[config.mk]
export PLATFORM = sky130hd
export DESIGN_NAME = serial_detector_arbiter
export DESIGN_NICKNAME = d
export VERILOG_FILES = /design/src/rtl/serial_detector_arbiter.sv
export SDC_FILE = /design/constraint.sdc
export NUM_CORES = 1
export LEC_CHECK = 0
export CAP_MARGIN = 10
export CORE_ASPECT_RATIO = 0.8
export CORE_MARGIN = 2
export CORE_UTILIZATION = 45
export DETAILED_ROUTE_END_ITERATION = 12
export PLACE_DENSITY = 0.73
export SYNTH_ARGS = -nofsm -noshare
export SYNTH_HDL_FRONTEND = slang
export SYNTH_SLANG_ARGS = --single-unit
[constraint.sdc]
create_clock -name clock -period 1.79 [get_ports clock]
set_clock_uncertainty 0.05 [all_clocks]
set_input_delay 0.4475 -clock clock [delete_from_list [all_inputs] [get_ports clock]]
set_output_delay 0.4475 -clock clock [all_outputs]
set_load 0.005 [all_outputs]
[src/rtl/serial_detector_arbiter.sv]
// Round-robin owner of a shared serial pattern detector: grant, clear, stream
// FRAME_LEN bits from the owner, then report whether the detector fired.
module serial_detector_arbiter #(
  parameter  int NREQ      = 4,
  parameter  int FRAME_LEN = 8,
  localparam int OW        = $clog2(NREQ),
  localparam int CW        = $clog2(FRAME_LEN + 1)
) (
  input  logic            clock,
  input  logic            reset,
  input  logic [NREQ-1:0] req,
  input  logic [NREQ-1:0] bit_in,
  output logic [NREQ-1:0] grant,
  output logic [OW-1:0]   owner,
  output logic            det_clear,
  output logic            det_in,
  input  logic            det_out,
  output logic            done,
  output logic            hit
);

  typedef enum logic [1:0] {IDLE, CLEAR, STREAM, REPORT} state_t;

  localparam logic [CW-1:0] CNT_LAST = CW'(FRAME_LEN - 1);

  state_t          state_q, state_d;
  logic [NREQ-1:0] grant_q, grant_d;
  logic [OW-1:0]   owner_q, owner_d;
  logic [OW-1:0]   last_q,  last_d;
  logic [CW-1:0]   cnt_q,   cnt_d;
  logic            acc_q,   acc_d;
  logic            clr_q,   clr_d;
  logic            done_q,  done_d;
  logic            hit_q,   hit_d;
  logic [OW-1:0]   sel;
  logic            found;

  // NREQ need not be a power of two, so the index wraps explicitly.
  function automatic logic [OW-1:0] wrap_add(input logic [OW-1:0] base, input int step);
    int s;
    s = int'(base) + step;
    if (s >= NREQ) s = s - NREQ;
    return OW'(s);
  endfunction

  always_comb begin
    found = 1'b0;
    sel   = last_q;
    for (int i = 1; i <= NREQ; i++) begin
      if (!found && req[wrap_add(last_q, i)]) begin
        found = 1'b1;
        sel   = wrap_add(last_q, i);
      end
    end
  end

  always_comb begin
    state_d = state_q;
    grant_d = grant_q;
    owner_d = owner_q;
    last_d  = last_q;
    cnt_d   = cnt_q;
    acc_d   = acc_q;
    clr_d   = 1'b0;
    done_d  = 1'b0;
    hit_d   = hit_q;
    case (state_q)
      IDLE: if (found) begin
        owner_d      = sel;
        last_d       = sel;
        grant_d      = '0;
        grant_d[sel] = 1'b1;
        clr_d        = 1'b1;
        state_d      = CLEAR;
      end
      CLEAR: begin
        acc_d   = 1'b0;
        cnt_d   = '0;
        state_d = STREAM;
      end
      STREAM: begin
        // det_out lags det_in by one cycle, so the first STREAM cycle carries nothing.
        if (cnt_q != '0) acc_d = acc_q | det_out;
        if (cnt_q == CNT_LAST) begin
          cnt_d   = '0;
          done_d  = 1'b1;
          state_d = REPORT;
        end else begin
          cnt_d = cnt_q + CW'(1);
        end
      end
      REPORT: begin
        hit_d   = acc_q | det_out;
        grant_d = '0;
        state_d = IDLE;
      end
      default: state_d = IDLE;
    endcase
  end

  always_ff @(posedge clock) begin
    if (!reset) begin
      state_q <= IDLE;
      grant_q <= '0;
      owner_q <= '0;
      last_q  <= OW'(NREQ - 1);
      cnt_q   <= '0;
      acc_q   <= 1'b0;
      clr_q   <= 1'b0;
      done_q  <= 1'b0;
      hit_q   <= 1'b0;
    end else begin
      state_q <= state_d;
      grant_q <= grant_d;
      owner_q <= owner_d;
      last_q  <= last_d;
      cnt_q   <= cnt_d;
      acc_q   <= acc_d;
      clr_q   <= clr_d;
      done_q  <= done_d;
      hit_q   <= hit_d;
    end
  end

  assign grant     = grant_q;
  assign owner     = owner_q;
  assign det_clear = clr_q;
  assign done      = done_q;
  assign det_in    = (state_q == STREAM) ? bit_in[owner_q] : 1'b0;
  // The response to the final bit only appears during REPORT, so fold it in live.
  assign hit       = (state_q == REPORT) ? (acc_q | det_out) : hit_q;

endmodule
==> run metrics, run 1 <==
status=finished with violations; failing checks=negative setup slack; Final #Nets=159; Mean Syn Cell Area=9.135 um2; CTS buffer count=3; crit path kind=reg2out; GRT Total Usage=0.2030; row cnt=14; Max Cap Viol=0; syn_nets=about 120; Mapped Cells=103; Pins Over Slew Limit=0; slew margin rel.=0.7413; top_reg_cell synth=dfxtp_1; GPL Wtd Cong=0.8598; Switch Pwr=0.5834 mW; Post-synth EDFFs=0; YS warnings=0; crit share post-route=1.056; Final Critical Period=1890 ps; worst-margin pin slew=384.0 ps; internal power=around 1.1 mW; hold slack=420.2 ps; Horiz. Die Dim=55.13 um; total congestion overflow=0; initial drt markers=7; Filler Cell Count=156; largest net degree at the start of global routing=12; Die ar.=2475 um2; busiest layer in global routing=met2; FF+latch count, synth=18; wire per inst=13.00 um; DRC=0; Worst EP arrival=1390 ps; DRT antenna net count=0; ys async rst share=0; mapped cell area=940.9 um2; Root Buffer=clkbuf_4; DRT Pass-1 Iters=4; sequential area share after synthesis=0.3830; sequential power share=0.364; # setup viols final=1; Net Sw Frac=0.3508; grt met3 use=0.07285; fmax=529.1 MHz; first-pass GRT wire length=roughly 3500 um; Tightest Hold Check Type=reg2reg; unrepaired setup endpoints after global routing=yes; pwr dens=1258 nW/um2; area delta synth->final=40.56%; Core ar.=1927 um2; final wirelength=2119 um; starting density of the core=0.4883; Yosys cell types=35; WP data required=1290 ps; CTS clock-pin slew for the worst setup and hold paths=90 ps; CTS tree=done; clock insertion delay at the later pin of the skew report=just under 300 ps; fraction of layout cells with a size suffix above 1=0.2302; leakage=roughly 0.57 nW; Placement Setup Slack=-625.2 ps; via count=853; largest area contributor in the synthesized netlist=dfxtp_1; Seq. cell area=364.1 um2; crit end category=output port; worst setup margin=-99.99 ps; Sink Count=18; largest fanout on the critical path=2; top cell type's share of synthesized area=0.3830; Die H=44.90 um; Final Total Pwr=1.663 mW; Clk network pwr share=0.117; CTS Buffer Depth=2; CTS HTree Levels=1; M2 GR Usage=0.3190; Comb power frac=0.519; GR met1 Demand/Resource=0.2568; Peak supply drop=between 0.7 and 0.8 mV; area of the multi-input gates=564.3 um2; leading post-synthesis cells by cell area=dfxtp_1, ha_1, nor2_1, a32o_1, a21oi_1; vias in the first global route=811; initial antenna violation count=0; DR vias/cell=~5.2; Hold Vio Cnt, Final=0; Port Buffers=20; total I/O pin count=21; crit path launch type=flip-flop; Final HPWL DP=1648 um; n_diodes=0
-- routing by layer --
metal  part of all wire  routed length (um)
met5                  0                   0
met1               0.49                1028
met2               0.44                 939
met4              0.013                  28
met3              0.058                 122
-- cell families (layout without fill, tap and decap cells) --
family | Yosys count | in the layout | share of synthesized area
AND/OR/NAND/NOR | 34 | 34 | 0.2021
AO/OA/AOI/OAI | 30 | 30 | 0.2287
flip-flops | 18 | 18 | 0.3830
buffers and inverters | 10 | 46 | 0.03990
adder cells (fa/ha/maj) | 7 | 7 | 0.09308
XOR/XNOR | 2 | 2 | 0.01862
multiplexers | 2 | 2 | 0.03457
-- worst max-delay path, cell delays in order (launching register included) --
cell     delay [ps]
dfxtp_2         350
mux4_2          500
and2_4          150
buf_6           100
-- sequential cells by signal, summed over array words and instances, names as in the netlist --
register	cells
done	1
cnt_q	4
hit_q	1
state_q	2
owner	2
acc_q	1
grant	4
last_q	2
det_clear	1
-- Yosys cell counts, types with 2 or more instances --
library cell,instances
a21oi_1,6
and2_1,4
a21boi_1,2
clkbuf_1,3
o211ai_1,2
o21a_1,3
o21ai_0,4
dfxtp_1,18
nor3b_1,2
nand2_1,3
o21ai_1,2
nor2b_1,4
inv_1,7
nand2b_1,2
nand3b_1,2
nor2_1,11
a32o_1,4
ha_1,7
-- power groups by stage --
stage,Sequential [mW],Combinational (mW),Clock (mW)
after floorplan,0.601,0.437,0
after global placement,0.599,0.819,0
after detailed placement,0.605,0.847,0
after CTS,0.598,0.855,0.202
after global routing,0.622,0.948,0.223
final,0.606,0.863,0.195
-- metrics by stage --
| stage | cells | setup TNS (ps) | utilization | area [um2] |
|---|---|---|---|---|
| final | 163 | -99.99 | 0.6864 | 1323 |
| after detailed placement | 159 | -3285 | 0.6604 | 1272 |
| after global placement | 159 | -3074 | 0.6604 | 1272 |
| after CTS | 163 | -103.1 | 0.6727 | 1296 |
| after global routing | 163 | -172.6 | 0.6864 | 1323 |
| after floorplan | 103 | 0 | - | 940.9 |
-- path summary, 6_finish.rpt --
kind                   start       end  slack [ps]  cells after the start
setup / recovery    owner[0]    det_in        -100                      3
hold / removal      grant[3]  grant[3]         420                      1
setup reg to reg  state_q[0]  grant[2]         200                      6
hold reg to reg     grant[3]  grant[3]         420                      1
-- final cells by class --
cell class	instances	share of cell area
timing repair buffer	36	0.2384
inverter	7	0.01987
multi-input combinational	75	0.4267
clock buffer	3	0.01703
tap	24	0.02271
sequential	18	0.2753
-- cell usage in the layout (no fill, tap or decap), drive strengths merged, types with 2 or more instances in the layout --
| cell | instances |
|---|---|
| buf | 18 |
| dfxtp | 18 |
| nor2 | 11 |
| clkdlybuf4s50 | 10 |
| inv | 7 |
| ha | 7 |
| a21oi | 6 |
| o21ai | 6 |
| dlygate4sd2 | 5 |
| nor2b | 5 |
| and2 | 5 |
| a32o | 4 |
| nand2 | 3 |
| o21a | 3 |
| clkbuf | 3 |
| nand3b | 2 |
| nand2b | 2 |
| nor3b | 2 |
| o211ai | 2 |
| a21boi | 2 |
| dlymetal6s2s | 2 |
-- what timing repair did --
item	CTS	global route
pin swaps	2	0
buffers inserted	1	0
endpoints found under the setup margin	3	6
hold buffers	0	0
gates resized for setup	18	8
No activity file was read; power rests on OpenSTA's default activity.
==> run 2: changes to the inputs <==
- SLEW_MARGIN: default -> 10
==> results of run 2 <==
Same layout as run 1: the final DEF is identical, and so are final timing and power.
